--- src/rtl/stepper_phase_seq_pkg.sv ---
// stepper_phase_seq_pkg: shared phase table, state encoding and index stepping helper
package stepper_phase_seq_pkg;
  typedef enum logic {IDLE = 1'b0, RUN = 1'b1} state_e;
  localparam logic STEP_FULL = 1'b1;
  localparam logic STEP_HALF = 1'b0;
  localparam logic [3:0] PHASE_TABLE [8] = '{
    4'b1000, 4'b1100, 4'b0100, 4'b0110, 4'b0010, 4'b0011, 4'b0001, 4'b1001
  };
  function automatic logic [2:0] next_idx(input logic [2:0] idx, input logic mode, input logic fwd);
    logic [2:0] d;
    d = (mode == STEP_FULL && idx[0]) ? 3'd2 : 3'd1;
    return fwd ? idx + d : idx - d;
  endfunction
endpackage

--- src/rtl/stepper_phase_seq_if.sv ---
// stepper_phase_seq_if: motion-control command inputs and coil-side outputs of the sequencer
interface stepper_phase_seq_if;
  logic       run;
  logic       step;
  logic       dir;
  logic [3:0] coils;
  logic       step_pulse;
  logic [7:0] pos;
  logic       busy;
  modport master (output run, step, dir, input coils, step_pulse, pos, busy);
  modport slave  (input run, step, dir, output coils, step_pulse, pos, busy);
endinterface

--- src/rtl/stepper_phase_seq_step_tick_gen.sv ---
// step_tick_gen: step-rate prescaler, one tick every STEP_DIV enabled cycles (0 acts as 1)
module step_tick_gen #(
  parameter logic [15:0] STEP_DIV = 16'd1
) (
  input  logic clk,
  input  logic rst,
  input  logic clear,
  input  logic en,
  output logic tick
);
  localparam logic [15:0] DIV_EFF = (STEP_DIV == 16'd0) ? 16'd1 : STEP_DIV;
  logic [15:0] cnt_q, cnt_d;
  // tick on the last count of the period; clear wins so a fresh run starts from zero
  always_comb begin
    tick  = en && cnt_q == DIV_EFF - 16'd1;
    cnt_d = (clear || tick) ? 16'd0 : en ? cnt_q + 16'd1 : cnt_q;
  end
  // prescaler counter register
  always_ff @(posedge clk or negedge rst) begin
    if (!rst) cnt_q <= 16'd0;
    else      cnt_q <= cnt_d;
  end
endmodule

--- src/rtl/stepper_phase_seq.sv ---
// stepper_phase_seq: run/mode/direction to unipolar coil patterns with step pulse and position count
module stepper_phase_seq
  import stepper_phase_seq_pkg::*;
#(
  parameter logic [15:0] STEP_DIV = 16'd1,
  parameter logic        IDLE_OFF = 1'b1
) (
  input logic                clk,
  input logic                rst,
  stepper_phase_seq_if.slave bus
);
  state_e     state_q, state_d;
  logic [2:0] idx_q, idx_d, nxt;
  logic [3:0] coils_q, coils_d, idle_coils;
  logic       pulse_q, pulse_d;
  logic [7:0] pos_q, pos_d;
  logic       running, tick;
  assign running = state_q == RUN && bus.run;
  step_tick_gen #(.STEP_DIV(STEP_DIV)) u_tick (
    .clk   (clk),
    .rst   (rst),
    .clear (!running),
    .en    (running),
    .tick  (tick)
  );
  // next state: run low always wins over a pending tick, so dropping run never advances
  always_comb begin
    nxt        = next_idx(idx_q, bus.step, bus.dir);
    idle_coils = IDLE_OFF ? 4'b0000 : PHASE_TABLE[idx_q];
    state_d    = bus.run ? RUN : IDLE;
    idx_d      = tick ? nxt : idx_q;
    pulse_d    = tick;
    pos_d      = (state_q == IDLE && bus.run) ? 8'd0 : (tick && pos_q != 8'hff) ? pos_q + 8'd1 : pos_q;
    coils_d    = !bus.run ? idle_coils : tick ? PHASE_TABLE[nxt] : state_q == IDLE ? PHASE_TABLE[idx_q] : coils_q;
  end
  // FSM and registered outputs
  always_ff @(posedge clk or negedge rst) begin
    if (!rst) begin
      state_q <= IDLE;
      idx_q   <= 3'd0;
      coils_q <= 4'b0000;
      pulse_q <= 1'b0;
      pos_q   <= 8'd0;
    end else begin
      state_q <= state_d;
      idx_q   <= idx_d;
      coils_q <= coils_d;
      pulse_q <= pulse_d;
      pos_q   <= pos_d;
    end
  end
  assign bus.coils      = coils_q;
  assign bus.step_pulse = pulse_q;
  assign bus.pos        = pos_q;
  assign bus.busy       = state_q == RUN;
endmodule

--- src/flat_wrapper.sv ---
// flat-port wrapper written by rule: the top's interface ports become plain ports
module stepper_phase_seq_flat import stepper_phase_seq_pkg::*;
#(
  parameter logic [15:0] STEP_DIV = 16'd1,
  parameter logic        IDLE_OFF = 1'b1
)
  (clk, rst, bus_run, bus_step, bus_dir, bus_coils, bus_step_pulse, bus_pos, bus_busy);
  stepper_phase_seq_if bus_i ();
  input logic clk;
  input logic rst;
  input wire logic [$bits(bus_i.run)-1:0] bus_run;
  input wire logic [$bits(bus_i.step)-1:0] bus_step;
  input wire logic [$bits(bus_i.dir)-1:0] bus_dir;
  output wire logic [$bits(bus_i.coils)-1:0] bus_coils;
  output wire logic [$bits(bus_i.step_pulse)-1:0] bus_step_pulse;
  output wire logic [$bits(bus_i.pos)-1:0] bus_pos;
  output wire logic [$bits(bus_i.busy)-1:0] bus_busy;
  assign bus_i.run = bus_run;
  assign bus_i.step = bus_step;
  assign bus_i.dir = bus_dir;
  assign bus_coils = bus_i.coils;
  assign bus_step_pulse = bus_i.step_pulse;
  assign bus_pos = bus_i.pos;
  assign bus_busy = bus_i.busy;
  stepper_phase_seq #(.STEP_DIV(STEP_DIV), .IDLE_OFF(IDLE_OFF)) u_core (.clk(clk), .rst(rst), .bus(bus_i));
endmodule
--- config.mk ---
export PLATFORM = sky130hd
export DESIGN_NAME = stepper_phase_seq_flat
export DESIGN_NICKNAME = d
export VERILOG_FILES = /design/src/rtl/stepper_phase_seq_pkg.sv /design/src/rtl/stepper_phase_seq_if.sv /design/src/rtl/stepper_phase_seq_step_tick_gen.sv /design/src/rtl/stepper_phase_seq.sv /design/src/flat_wrapper.sv
export SDC_FILE = /design/constraint.sdc
export NUM_CORES = 1
export LEC_CHECK = 0
export CAP_MARGIN = 15
export CORE_AREA = 3 3 62 64
export DETAILED_ROUTE_END_ITERATION = 10
export DIE_AREA = 0 0 65 67
export GPL_ROUTABILITY_DRIVEN = 0
export HOLD_SLACK_MARGIN = 0.06
export PLACE_DENSITY = 0.82
export SETUP_SLACK_MARGIN = 0.2
export SLEW_MARGIN = 0
export SYNTH_ARGS = -nofsm -noshare
export SYNTH_HDL_FRONTEND = slang
export SYNTH_HIERARCHICAL = 1
export SYNTH_SLANG_ARGS = --single-unit
--- constraint.sdc ---
create_clock -name clk -period 2.3 [get_ports clk]
set_clock_uncertainty 0.15 [all_clocks]
set_input_delay 0.46 -clock clk [delete_from_list [all_inputs] [get_ports clk]]
set_output_delay 0.46 -clock clk [all_outputs]
set_load 0.01 [all_outputs]
==> results.md, run 1 <==
* I/O pin total at 19
* Yosys reg bits at 33
* Count of placed standard cells including taps at 265
* Syn Nets at 207
* Synth async-reset ratio at 1.00
* Final wirelength at 3940 µm
* RSZ-0062 raised after global routing: false
* R2R Path Start: u_core/idx_q[0]$_DFFE_PN0P_
* Global-route wire length before repair at 6400 µm
* Register area share after synthesis at 0.447
* WL per Instance at 14.2 µm
* Synth top area share at 0.447
* Post-CTS Hold Buffers at 0
* Power Density at 787 nW/µm²
* Register share of total power at 0.399
* Flop-to-flop setup slack at 280 ps
* Most common cell in the netlist: dfrtp_1
* Crit path kind: flip-flop to flip-flop
* Max_slew headroom at 0.725
* Final core utilization at 0.700
* Area leader, netlist: dfrtp_1
* Largest net degree at the start of global routing at 34
* Fin nets at 240
* DR iter-0 viols at 93
* Layout cells sized above 1 at 0.229
* Final Hold Violating Endpoints at 0
* Area of the multi-input gates at 996 µm²
* Fmax at 494 MHz
* GRT Util Overall at 0.191
* Final max-slew violation count at 0
* TritonRoute pass-1 iters at 4
* Grt ovf at 0
* Worst VDD drop at 0.426 mV
* Endpoints failing setup at 0
* Switching part of the total at 0.336
* H-tree Lvls at 2
* Max-cap violations at 0
* R2R cell count at 8
* Slew @ Worst Pin at 412 ps
* Initial antenna violation count at 0
* Status: finished clean
* Hold Path Class: input port to flip-flop
* Hold Path Origin: bus_run
* Crit. End Element: flip-flop
* Worst Path Max Fanout at 6
* Syn Inst Count at 197
* Hold Path Depth at 2
* Worst endpoint required time at 2440 ps
* Die width at 65 µm
* Vias at 1,543
* Post-synth top cells: dfrtp_1 (33), nor2_1 (28), nand2_1 (19), xnor2_1 (12)
* Vias in the first global route at 1,447
* Yosys cell types at 37
* Drc violations at 0
* Hold EP: u_core/bus.busy$_DFF_PN0_
* Worst R2R End: u_core/bus.coils[1]$_DFFE_PN0P_
* CTS Root Cell: clkbuf_4
* Leak at 0.975 nW
* CORE AREA at 3340 µm²
* Clk pwr share at 0.206
* Total CTS buffers at 5
* Synth Warn # at 6
* Num rows at 21
* Cell Area, Synth at 1850 µm²
* P_sw at 0.000617 W
* Worst Path Arrival at 2160 ps
* Routed Antenna Nets at 0
* Average size of a mapped cell at 9.37 µm²
* Tcrit/Tclk final at 0.880
* Count of fill cells added during filler insertion at 253
* Initial Util at 0.553
* Die Span Y at 67 µm
* Hpwl dp at 2480 µm
* Worst-path clk slew at 120 ps
* Synth area leaders: dfrtp_1 (45%), nor2_1 (5.7%), xnor2_1 (5.7%)
* Post-synth EDFFs at 0
* FF+latch area at 830 µm²
* Final Non-Filler Cells at 277
* Die area at 4360 µm²
* Ys flop type: dfrtp_1
* Crit start category: flip-flop
* Worst-case clock buffer depth at 2
* P_int at 0.00122 W
* Comb pwr share at 0.396
* Min Tclk post-route at 2020 ps
* Port Buf Inserts at 18
* Synth-to-layout area growth at 26.4%
* Setup TNS at 0 ps
* Antenna cell count at 0
* Worst-Skew Late Latency at 350 ps
* Drt via density at 5.57
* Clock sinks at 33
* CTS tree: yes
==> worst max-delay path by stage <==
stage,start,endpoint,slack (ps),cells past startpoint
after floorplan,u_core/bus.busy$_DFF_PN0_,u_core/bus.pos[7]$_DFFE_PN0P_,210,9
after global placement,bus_run,u_core/bus.coils[2]$_DFFE_PN0P_,-220,10
after detailed placement,bus_run,u_core/bus.coils[2]$_DFFE_PN0P_,-210,10
after CTS,bus_step,u_core/bus.coils[1]$_DFFE_PN0P_,170,10
after global routing,u_core/idx_q[0]$_DFFE_PN0P_,u_core/bus.coils[0]$_DFFE_PN0P_,190,8
final,u_core/idx_q[0]$_DFFE_PN0P_,u_core/bus.coils[1]$_DFFE_PN0P_,280,8
==> routing by layer <==
metal / wire length (µm) / global-route usage / share of wire / up-vias
li1: - / - / - / 752
met1: 1750 / 0.240 / 0.44 / 751
met2: 1990 / 0.317 / 0.50 / 32
met3: 129 / 0.0489 / 0.033 / 8
met4: 69 / 0.0686 / 0.017 / 0
met5: 0 / 0 / 0 / -
==> critical path, stage by stage, from the launching register on <==
cell and delay, ps:
dfrtp_2 470, nand2_2 110, ha_4 140, inv_2 30, fa_2 550, inv_1 70, buf_4 140, o211ai_2 140
o211a_1 150
==> timing repair <==
item,CTS,global route
pin swaps,0,5
setup buffers,3,1
resized for setup,9,19
endpoints found under the setup margin,5,13
cloned,0,0
==> layout make-up <==
| cell class | count | area share |
|---|---|---|
| Inverter | 9 | 0.0145 |
| Tap cell | 46 | 0.0247 |
| Sequential cell | 33 | 0.355 |
| Multi-Input combinational cell | 144 | 0.427 |
| Clock inverter | 1 | 0.00214 |
| Timing Repair Buffer | 37 | 0.149 |
| Clock buffer | 7 | 0.0279 |
==> cells in the final DEF, fill, tap and decap left out, drive strengths merged <==
cell / n
mux2: 2
xor2: 5
nor4b: 2
clkinv: 1
or2: 1
fa: 1
xnor3: 1
o21a: 2
nand4: 9
clkbuf: 7
o211a: 1
and4: 4
nor2: 28
o211ai: 3
nor2b: 2
a31o: 1
a21oi: 6
ha: 4
buf: 19
xnor2: 12
inv: 9
o21bai: 1
o22ai: 2
clkdlybuf4s50: 16
a21o: 1
nand2b: 1
dlymetal6s2s: 2
a31oi: 1
nor4: 7
o21ai: 6
nand2: 19
dfrtp: 33
and2: 3
mux2i: 3
nand3: 7
nor3: 9
==> per-stage QoR <==
stage	power [W]	cell area [µm²]	hold slack, ps	setup WS (ps)
finish	0.00184	2330	265	275
floorplan	0.00110	1850	14.4	214
global placement	0.00129	2130	387	-220
detailed placement	0.00132	2130	408	-215
CTS	0.00172	2260	363	171
global route	0.00196	2330	276	194
==> power groups by stage <==
stage,logic [W],registers (W),clock network [W]
after floorplan,0.000387,0.000708,0
after global placement,0.000559,0.000732,0
after detailed placement,0.000580,0.000739,0
after CTS,0.000607,0.000727,0.000386
after global routing,0.000794,0.000745,0.000418
final,0.000727,0.000732,0.000378
==> cells by family (layout without fill, tap and decap cells) <==
group | Yosys count | count (layout) | share of synthesized area
AOI/OAI and AO/OA | 24 | 24 | 0.0840
xor gates and xnor gates | 18 | 18 | 0.0935
adders and majority gates | 5 | 5 | 0.0379
buffers and inverters | 20 | 54 | 0.0603
DFF | 33 | 33 | 0.447
muxes | 5 | 5 | 0.0285
and+or+nand+nor | 92 | 92 | 0.249
==> registers in the layout, summed over array words and instances, names as in the netlist <==
register               cells
u_core/bus.step_pulse      1
u_core/bus.busy            1
u_core/bus.coils           4
u_core/bus.pos             8
u_core/idx_q               3
u_core/u_tick/cnt_q       16
Power figures use the tool's default switching activity.
==> inputs of run 2 (changes only) <==
--- a/config.mk
+++ b/config.mk
@@ -11,6 +11,7 @@
 export DIE_AREA = 0 0 65 67
 export GPL_ROUTABILITY_DRIVEN = 0
 export HOLD_SLACK_MARGIN = 0.06
+export MAX_ROUTING_LAYER = met4
 export PLACE_DENSITY = 0.82
 export SETUP_SLACK_MARGIN = 0.2
 export SLEW_MARGIN = 0
==> run 2 against run 1 <==
Against the previous run: first-iteration DRC count grew 9.7%; combinational power about the same; sequential cell count is the same; critical path type is now flip-flop to primary output.
==> results.md, run 2 (synthesis results as in run 1) <==
* Die Span Y at 67 µm (unchanged)
* Worst endpoint required time at 1690 ps (-750 ps)
* Top delay family on crit path: buffers and inverters
* Routed Antenna Nets at 0 (unchanged)
* Slew @ Worst Pin at 412 ps (-0.487 ps)
* Reg with most FFs: u_core/u_tick/cnt_q
* Worst path depth at 2 (-6)
* DR iter-0 viols at 102 (+9.7%)
* Clock sinks at 33 (unchanged)
* Drt via density at 5.56 (-0.26%)
* Worst-path clk slew at 120 ps (about the same)
* Grt ovf at 0 (unchanged)
* WL per Instance at 14.1 µm (-0.71%)
* Worst Path Max Fanout at 7 (+1)
* Worst Setup EP: bus_busy
* Global-route wire length before repair at 6400 µm (unchanged)
* P_sw at 0.000617 W (about the same)
* Comb pwr share at 0.395 (about the same)
* Tot Pwr at 0.00184 W (about the same)
* Crit start category: flip-flop
* Max_slew headroom at 0.725 (about the same)
* Crit. End Element: primary output
* Commonest non-fill, non-tap cell in the layout: dfrtp_1
* Register share of total power at 0.398 (about the same)
* Final max-slew violation count at 0 (unchanged)
* CTS Root Cell: clkbuf_4
* Total CTS buffers at 5 (unchanged)
* Flop-to-flop setup slack at 280 ps (about the same)
* Hpwl dp at 2480 µm (unchanged)
* Max reg flops at 16 (unchanged)
* Final wirelength at 3920 µm (-0.71%)
* Worst VDD drop at 0.425 mV (about the same)
* Die width at 65 µm (unchanged)
* R2R cell count at 8 (unchanged)
* Worst Path Arrival at 1420 ps (-740 ps)
* Initial Util at 0.553 (unchanged)
* Hold WS at 264 ps (-1.58 ps)
* Worst R2R End: u_core/bus.coils[1]$_DFFE_PN0P_
* Drc violations at 0 (unchanged)
* Num rows at 21 (unchanged)
* I/O pin total at 19 (unchanged)
* P_int at 0.00122 W (about the same)
* Fmax at 494 MHz (about the same)
* Crit path from: u_core/bus.busy$_DFF_PN0_
* GRT Util Overall at 0.196 (+0.00511)
* Hold Path Class: input port to flip-flop
* Power Density at 787 nW/µm² (about the same)
* Die area at 4360 µm² (unchanged)
* Tcrit/Tclk final at 0.881 (about the same)
* Initial antenna violation count at 0 (unchanged)
* Max-cap violations at 0 (unchanged)
* Buf+Inv Stages, Crit Path at 2 (-1)
* CTS tree: yes
* Final setup margin at 274 ps (-1.28 ps)
* CORE AREA at 3340 µm² (unchanged)
* Final Hold Violating Endpoints at 0 (unchanged)
* Largest net degree at the start of global routing at 34 (unchanged)
* Final Non-Filler Cells at 277 (unchanged)
* H-tree Lvls at 2 (unchanged)
* Vias in the first global route at 1,448 (+0.069%)
* Count of fill cells added during filler insertion at 253 (unchanged)
* Commonest cells after routing, fill and taps aside: dfrtp_1 (30), nor2_1 (28), nand2_1 (17)
* Place WS at -215 ps (unchanged)
* Port Buf Inserts at 18 (unchanged)
* RSZ-0062 raised after global routing: false
* Switching part of the total at 0.336 (about the same)
* Slowest Stage Delay on Critical Path at 540 ps (about the same)
* Slowest-stage cell, CP: clkdlybuf4s50_1
* Cell Chain, Critical Path: buf_4 > clkdlybuf4s50_1
* Count of placed standard cells including taps at 265 (unchanged)
* Vias at 1,539 (-0.26%)
* Setup TNS at 0 ps (unchanged)
* Leak at 0.975 nW (unchanged)
* Fin nets at 240 (unchanged)
* Endpoints failing setup at 0 (unchanged)
* Synth-to-layout area growth at 26.4% (unchanged)
* Antenna cell count at 0 (unchanged)
* Post-CTS Hold Buffers at 0 (unchanged)
* Min Tclk post-route at 2030 ps (+1.28 ps)
* Status: finished clean
* R2R Path Start: u_core/idx_q[0]$_DFFE_PN0P_
* Clk pwr share at 0.206 (about the same)
* Worst-case clock buffer depth at 2 (unchanged)
* Crit path kind: flip-flop to primary output
* Layout cells sized above 1 at 0.229 (unchanged)
* Worst-Skew Late Latency at 350 ps (about the same)
* TritonRoute pass-1 iters at 4 (unchanged)
-- run 2: per-stage QoR --
step | utilization | instance area [µm²]
2_1_floorplan | - | 1850
3_3_place_gp | 0.639 | 2130
3_5_place_dp | 0.639 | 2130
4_1_cts | 0.677 | 2260
5_1_grt | 0.700 | 2330
6_report | 0.700 | 2330
-- run 2: timing repair --
action / CTS / global route
pin swaps: 0 / 5
endpoints found under the setup margin: 5 / 13
resized for setup: 9 / 19
setup buffers: 3 / 1
-- run 2: area by class of cell --
| type | count | area (µm²) | share of cell area |
|---|---|---|---|
| Sequential cell | 33 | 830 | 0.355 |
| Multi-Input combinational cell | 144 | 996 | 0.427 |
| Timing Repair Buffer | 37 | 348 | 0.149 |
| Clock inverter | 1 | 5.00 | 0.00214 |
| Clock buffer | 7 | 65.1 | 0.0279 |
| Inverter | 9 | 33.8 | 0.0145 |
| Tap cell | 46 | 57.6 | 0.0247 |
-- run 2: worst min path at each step --
stage | cells past startpoint | endpoint | start
after floorplan | 0 | u_core/bus.busy$_DFF_PN0_ | rst
after global placement | 2 | u_core/bus.coils[2]$_DFFE_PN0P_ | u_core/bus.coils[2]$_DFFE_PN0P_
after detailed placement | 3 | u_core/u_tick/cnt_q[15]$_DFFE_PN0P_ | u_core/u_tick/cnt_q[15]$_DFFE_PN0P_
after CTS | 2 | u_core/bus.pos[5]$_DFFE_PN0P_ | rst
after global routing | 2 | u_core/bus.busy$_DFF_PN0_ | bus_run
final | 2 | u_core/bus.busy$_DFF_PN0_ | bus_run
-- run 2: power by group through the flow --
stage                     logic (W)  registers, W  clock network, W
after floorplan            0.000387      0.000708                 0
final                      0.000727      0.000732          0.000379
after CTS                  0.000607      0.000727          0.000386
after global placement     0.000559      0.000732                 0
after detailed placement   0.000580      0.000739                 0
after global routing       0.000794      0.000745          0.000418
-- run 2: metal layers --
metal	vias to the layer above	GRT usage	routed length [µm]
met4	0	0.0686	57
met5	-	-	0
met3	8	0.0472	114
met2	32	0.317	2030
li1	751	-	-
met1	748	0.241	1720
